## config.mk

```make
export PLATFORM = sky130hd
export DESIGN_NAME = dtc_code_gen
export DESIGN_NICKNAME = d
export VERILOG_FILES = /design/src/rtl/dtc_code_gen.sv
export SDC_FILE = /design/constraint.sdc
export NUM_CORES = 1
export LEC_CHECK = 0
export CAP_MARGIN = 5
export CORE_MARGIN = 2
export CORE_UTILIZATION = 50
export CTS_CLUSTER_DIAMETER = 40
export DETAILED_ROUTE_END_ITERATION = 6
export DONT_BUFFER_PORTS = 1
export GPL_ROUTABILITY_DRIVEN = 1
export PLACE_DENSITY = 0.72
export SKIP_CTS_REPAIR_TIMING = 1
export SLEW_MARGIN = 20
export SYNTH_ARGS = -nofsm -noshare
export SYNTH_HDL_FRONTEND = slang
export SYNTH_SLANG_ARGS = --single-unit
```

## constraint.sdc

```tcl
create_clock -name clk -period 6.2 [get_ports clk]
set_clock_uncertainty 0.05 [all_clocks]
set_input_delay 1.24 -clock clk [delete_from_list [all_inputs] [get_ports clk]]
set_output_delay 1.24 -clock clk [all_outputs]
set_load 0.02 [all_outputs]
```

## src/rtl/dtc_code_gen.sv

```systemverilog
// dtc_code_gen: fractional-N phase accumulator feeding a DTC.
// Stage 1 accumulates the fractional FCW and forms the divide ratio and the
// recentred residue; stage 2 scales the residue by the DTC gain, applies
// first-order error feedback and saturates to the DTC code range.
module dtc_code_gen #(
    parameter int FRAC_WIDTH = 24,
    parameter int INT_WIDTH  = 8,
    parameter int DIN_WIDTH  = 10,
    parameter int GAIN_WIDTH = 12
) (
    input  logic                        clk,
    input  logic                        rst_n,
    input  logic                        en,
    input  logic                        fcw_load,
    input  logic [INT_WIDTH-1:0]        fcw_int,
    input  logic [FRAC_WIDTH-1:0]       fcw_frac,
    input  logic [GAIN_WIDTH-1:0]       kdtc_gain,
    output logic [INT_WIDTH:0]          div_ratio,
    output logic signed [DIN_WIDTH-1:0] d_out,
    output logic                        d_valid,
    output logic                        ovf_flag
);

    localparam int SH = GAIN_WIDTH + 3;       // error-feedback fraction bits
    localparam int TW = DIN_WIDTH + 4;        // truncated residue width
    localparam int PW = TW + GAIN_WIDTH + 1;  // product width
    localparam int SW = PW + 1;               // product + error width
    localparam int QW = SW - SH;              // quotient width before clamp

    localparam logic [FRAC_WIDTH-1:0]       MID  = {1'b1, {(FRAC_WIDTH-1){1'b0}}};
    localparam logic signed [QW-1:0]        QMAX = {{(QW-DIN_WIDTH+1){1'b0}}, {(DIN_WIDTH-1){1'b1}}};
    localparam logic signed [QW-1:0]        QMIN = ~QMAX;
    localparam logic signed [DIN_WIDTH-1:0] DMAX = {1'b0, {(DIN_WIDTH-1){1'b1}}};
    localparam logic signed [DIN_WIDTH-1:0] DMIN = ~DMAX;

    // Active FCW registers
    logic [INT_WIDTH-1:0]  fcw_int_q;
    logic [FRAC_WIDTH-1:0] fcw_frac_q;

    // Stage 1 state; only the top TW bits of the recentred residue are ever
    // consumed by stage 2, so only those are stored.
    logic [FRAC_WIDTH-1:0] acc;
    logic [INT_WIDTH:0]    r1_div;
    logic signed [TW-1:0]  r1_t;
    logic                  v1;
    logic                  v2;

    // Stage 2 state
    logic [SH-1:0] err;

    // Combinational datapath
    logic [FRAC_WIDTH:0]   acc_sum;
    logic [FRAC_WIDTH-1:0] cen;
    logic [INT_WIDTH:0]    div_next;
    logic signed [PW-1:0]  p;
    logic signed [SW-1:0]  s;
    logic signed [QW-1:0]  q;
    logic                  sat_hi;
    logic                  sat_lo;

    // Stage 1 combinational: accumulate, carry into divide ratio, recentre residue
    // NOTE: every always_comb output is assigned on every path, so no latch can be inferred.
    always_comb begin
        acc_sum  = {1'b0, acc} + {1'b0, fcw_frac_q};
        cen      = acc_sum[FRAC_WIDTH-1:0] - MID;
        div_next = {1'b0, fcw_int_q} + {{INT_WIDTH{1'b0}}, acc_sum[FRAC_WIDTH]};
    end

    // Stage 2 combinational: gain scaling, error feedback, floor quantisation, range test
    always_comb begin
        p      = PW'(r1_t) * PW'($signed({1'b0, kdtc_gain}));
        s      = SW'(p) + SW'($signed({1'b0, err}));
        q      = s[SW-1:SH];
        sat_hi = (q > QMAX);
        sat_lo = (q < QMIN);
    end

    // Active FCW capture; a coincident step still sees the previous FCW
    // NOTE: non-blocking assignments let every register sample pre-edge values.
    always_ff @(posedge clk or negedge rst_n) begin
        if (!rst_n) begin
            fcw_int_q  <= '0;
            fcw_frac_q <= '0;
        end else if (fcw_load) begin
            fcw_int_q  <= fcw_int;
            fcw_frac_q <= fcw_frac;
        end
    end

    // Stage 1 registers, advanced on each enabled step
    always_ff @(posedge clk or negedge rst_n) begin
        if (!rst_n) begin
            acc    <= '0;
            r1_div <= '0;
            r1_t   <= '0;
        end else if (en) begin
            acc    <= acc_sum[FRAC_WIDTH-1:0];
            r1_div <= div_next;
            r1_t   <= cen[FRAC_WIDTH-1 -: TW];
        end
    end

    // Stage 2 registers: output code with saturation and error-feedback residue
    always_ff @(posedge clk or negedge rst_n) begin
        if (!rst_n) begin
            div_ratio <= '0;
            d_out     <= '0;
            err       <= '0;
        end else if (v1) begin
            div_ratio <= r1_div;
            if (sat_hi) begin
                d_out <= DMAX;
                err   <= '0;
            end else if (sat_lo) begin
                d_out <= DMIN;
                err   <= '0;
            end else begin
                d_out <= q[DIN_WIDTH-1:0];
                err   <= s[SH-1:0];
            end
        end
    end

    // Valid pipeline tracking each step through both stages
    always_ff @(posedge clk or negedge rst_n) begin
        if (!rst_n) begin
            v1 <= 1'b0;
            v2 <= 1'b0;
        end else begin
            v1 <= en;
            v2 <= v1;
        end
    end

    assign d_valid = v2;

    // Sticky saturation flag; a saturation on the same edge as a reload keeps it set
    always_ff @(posedge clk or negedge rst_n) begin
        if (!rst_n) begin
            ovf_flag <= 1'b0;
        end else if (v1 && (sat_hi || sat_lo)) begin
            ovf_flag <= 1'b1;
        end else if (fcw_load) begin
            ovf_flag <= 1'b0;
        end
    end

endmodule

```

==> metrics.yaml <==
status: "finished with violations"
violations: "negative setup slack"
top_usage_layer: "met2"
synth_seq_cells: 103
worst_slack_ps: -579.4
cts.htree.levels: 3
ys_seq_area_share_pct: 20.41
wire_per_inst_um: 17.03
synth.distinct_cells: 66
cts.sinks: 103
grtUsageMet3_pct: 3.922
synth_cells: 1324
min_path_type: "register to register"
core-area_mm2: 0.02496
grt_max_degree: 104
crit_start: "kdtc_gain[1]"
drive_gt1_share_pct: 22.24
critPathMaxFanout: 14
grtUsageMet1_pct: 28.31
hold_start: "r1_div[8]"
cts.path.max_buffers: 2
final_cells: 1760
min_period_ps: 6779
r2r-start: "acc[17]"
finalHoldViolCount: 0
dieWidth_um: 162.9
synth_flop_cell: "dfrtp_1"
dr.pass1.iters: 6
arrival_ps: 6950
hold_ws_ps: 445.3
cp_common_cell: "fa_1"
nNetsFinal: 1755
grt_use_met2_pct: 42.28
r2r_setup_slack_ps: -340
max-cap-violations: 0
grt_pass1_vias: 9974
grt_setup_unrepaired: "true"
tritoncts: "built"
antenna_cells: 0
yosysWarningCount: 0
syn-num-nets: 1654
relSlewSlack_pct: 57.11
grt_pass1_wl_mm: 48.29
place.gp.congestion: 0.9815
hpwl_mm: 23.59
port_buffers: 0
worst_slew_pin_slew_ps: 635.0
mostFrequentLayoutCells: "238 x inv_1, 167 x fa_1, 134 x buf_4"
die_area_mm2: 0.02654
antenna_found_initial: 0
cpPeakStageDelay_ps: 550
required_ps: 6380
vias: 9421
final_antenna_net_count: 0
cts_root_buf: "clkbuf_16"
fp-row-count: 58
crit_slowest_cell: "fa_1"
drc: 0
final_common_cell: "inv_1"
netlist_area_mm2: 0.01263
die_y_um: 162.9
start_kind: "input port"
synth_edf_count: 0
fmax_mhz: 147.5
crit_path_end_kind: "register"
clk_pin_slew_worst_paths_ps: 70
avgSynthCellArea_um2: 9.537
fin_crit_sh_pct: 109.3
clock_latency_ps: 370
num_io_pins: 69
async_flop_share_pct: 100.0
cts_buffers: 9
path_class: "input port to register"
area_delta_synth_final_pct: 16.70
start_util_pct: 50.58
grt_usage_pct: 23.12
setup_violations: 26
drv_slew: 0
grt_overflow: 0
drt-total-wl_mm: 29.97
drtIter0Drc: 495
crit_chain: "and2_4, fa_1, inv_2, fa_1, inv_1, fa_1, fa_2, fa_1, inv_1, fa_1, inv_2, ha_4, a21o_1, a211o_1, a211o_1, and4b_2, or2_4, o31ai_4, mux2i_4, clkbuf_16, o22ai_2"
viasPerCell: 5.353
place_inst: 1731
[worst paths after layout]
check,endpoint,depth (start not counted)
setup / recovery,err[0],21
hold reg to reg,r1_div[8],1
max in group asynchronous,acc[14],0
hold / removal,r1_div[8],1
setup reg to reg,err[0],21
min in group asynchronous,err[3],0
[cells by family after synthesis]
family	after synthesis	share of synthesized area (%)
flip-flops	103	20.41
AO/OA/AOI/OAI	198	10.90
AND/OR/NAND/NOR	336	12.97
XOR/XNOR	45	3.121
multiplexers	59	5.351
buffers and inverters	301	9.017
adder cells (fa/ha/maj)	282	38.23
[critical path, delay by kind of cell]
family,cells,cell delay (ps)
AO/OA/AOI/OAI,5,1060
adder cells (fa/ha/maj),7,3210
buffers and inverters,5,420
multiplexers,1,400
AND/OR/NAND/NOR,3,610
[cell type report]
| cell class | instances | area, µm² |
|---|---|---|
| clock buffer | 10 | 229.0 |
| clock inverter | 6 | 62.56 |
| fill | 2124 | 10230 |
| timing repair buffer | 140 | 1096 |
| tap | 330 | 412.9 |
| inverter | 251 | 942.2 |
| sequential | 103 | 2579 |
| multi-input combinational | 920 | 9414 |
[flip-flops by register name, summed over array words and instances, names as in the netlist, 8 cells and up]
name        flops
acc            24
fcw_frac_q     24
err            15
d_out          10
div_ratio       9
r1_div          9
fcw_int_q       8
[per-layer routing]
layer / wire length [µm] / up-vias
li1: - / 4433
met1: 12160 / 4707
met2: 15590 / 228
met3: 1500 / 53
met4: 723 / 0
met5: 0 / -
[metrics by stage]
step	TNS, ps	cell area (µm²)	utilization [%]	worst slack [ps]
floorplan	-18920	12760	-	-834.7
global placement	-20410	13890	55.64	-844.7
detailed placement	-22450	13890	55.64	-908.6
CTS	-12460	14180	56.81	-536.3
global route	-17050	14740	59.03	-720.7
finish	-13130	14740	59.03	-579.4
[synthesized netlist by cell type, types with 3 or more instances]
library cell | count | area [µm²]
nor3_1 | 7 | 35.03
a31o_2 | 3 | 26.28
nand4_1 | 6 | 37.54
o21ai_0 | 28 | 140.1
o21a_1 | 9 | 67.56
dfrtp_1 | 103 | 2577
o31ai_1 | 5 | 37.54
o21ai_1 | 3 | 15.01
a21boi_0 | 3 | 22.52
o21bai_1 | 6 | 45.04
a21oi_1 | 52 | 260.3
a211o_1 | 5 | 43.79
nand2_1 | 135 | 506.7
a31oi_1 | 5 | 31.28
or3_1 | 5 | 31.28
nand2b_1 | 8 | 50.05
nor2_1 | 43 | 161.4
o22ai_1 | 11 | 68.82
nand3_1 | 20 | 100.1
a21o_1 | 22 | 165.2
mux2_2 | 58 | 653.1
a21boi_1 | 3 | 22.52
and2_1 | 80 | 500.5
fa_1 | 173 | 3463
ha_1 | 109 | 1364
xor2_1 | 14 | 122.6
nor2b_1 | 8 | 50.05
xnor2_1 | 31 | 271.5
o211ai_1 | 5 | 37.54
clkbuf_1 | 47 | 176.4
or2_2 | 3 | 18.77
a211oi_1 | 4 | 30.03
and3_1 | 11 | 68.82
o22ai_2 | 10 | 125.1
nor4_1 | 3 | 18.77
inv_1 | 251 | 942.2
Power is not shown: default switching activity piles up to over one toggle a cycle in this logic, so the estimate is an artifact.
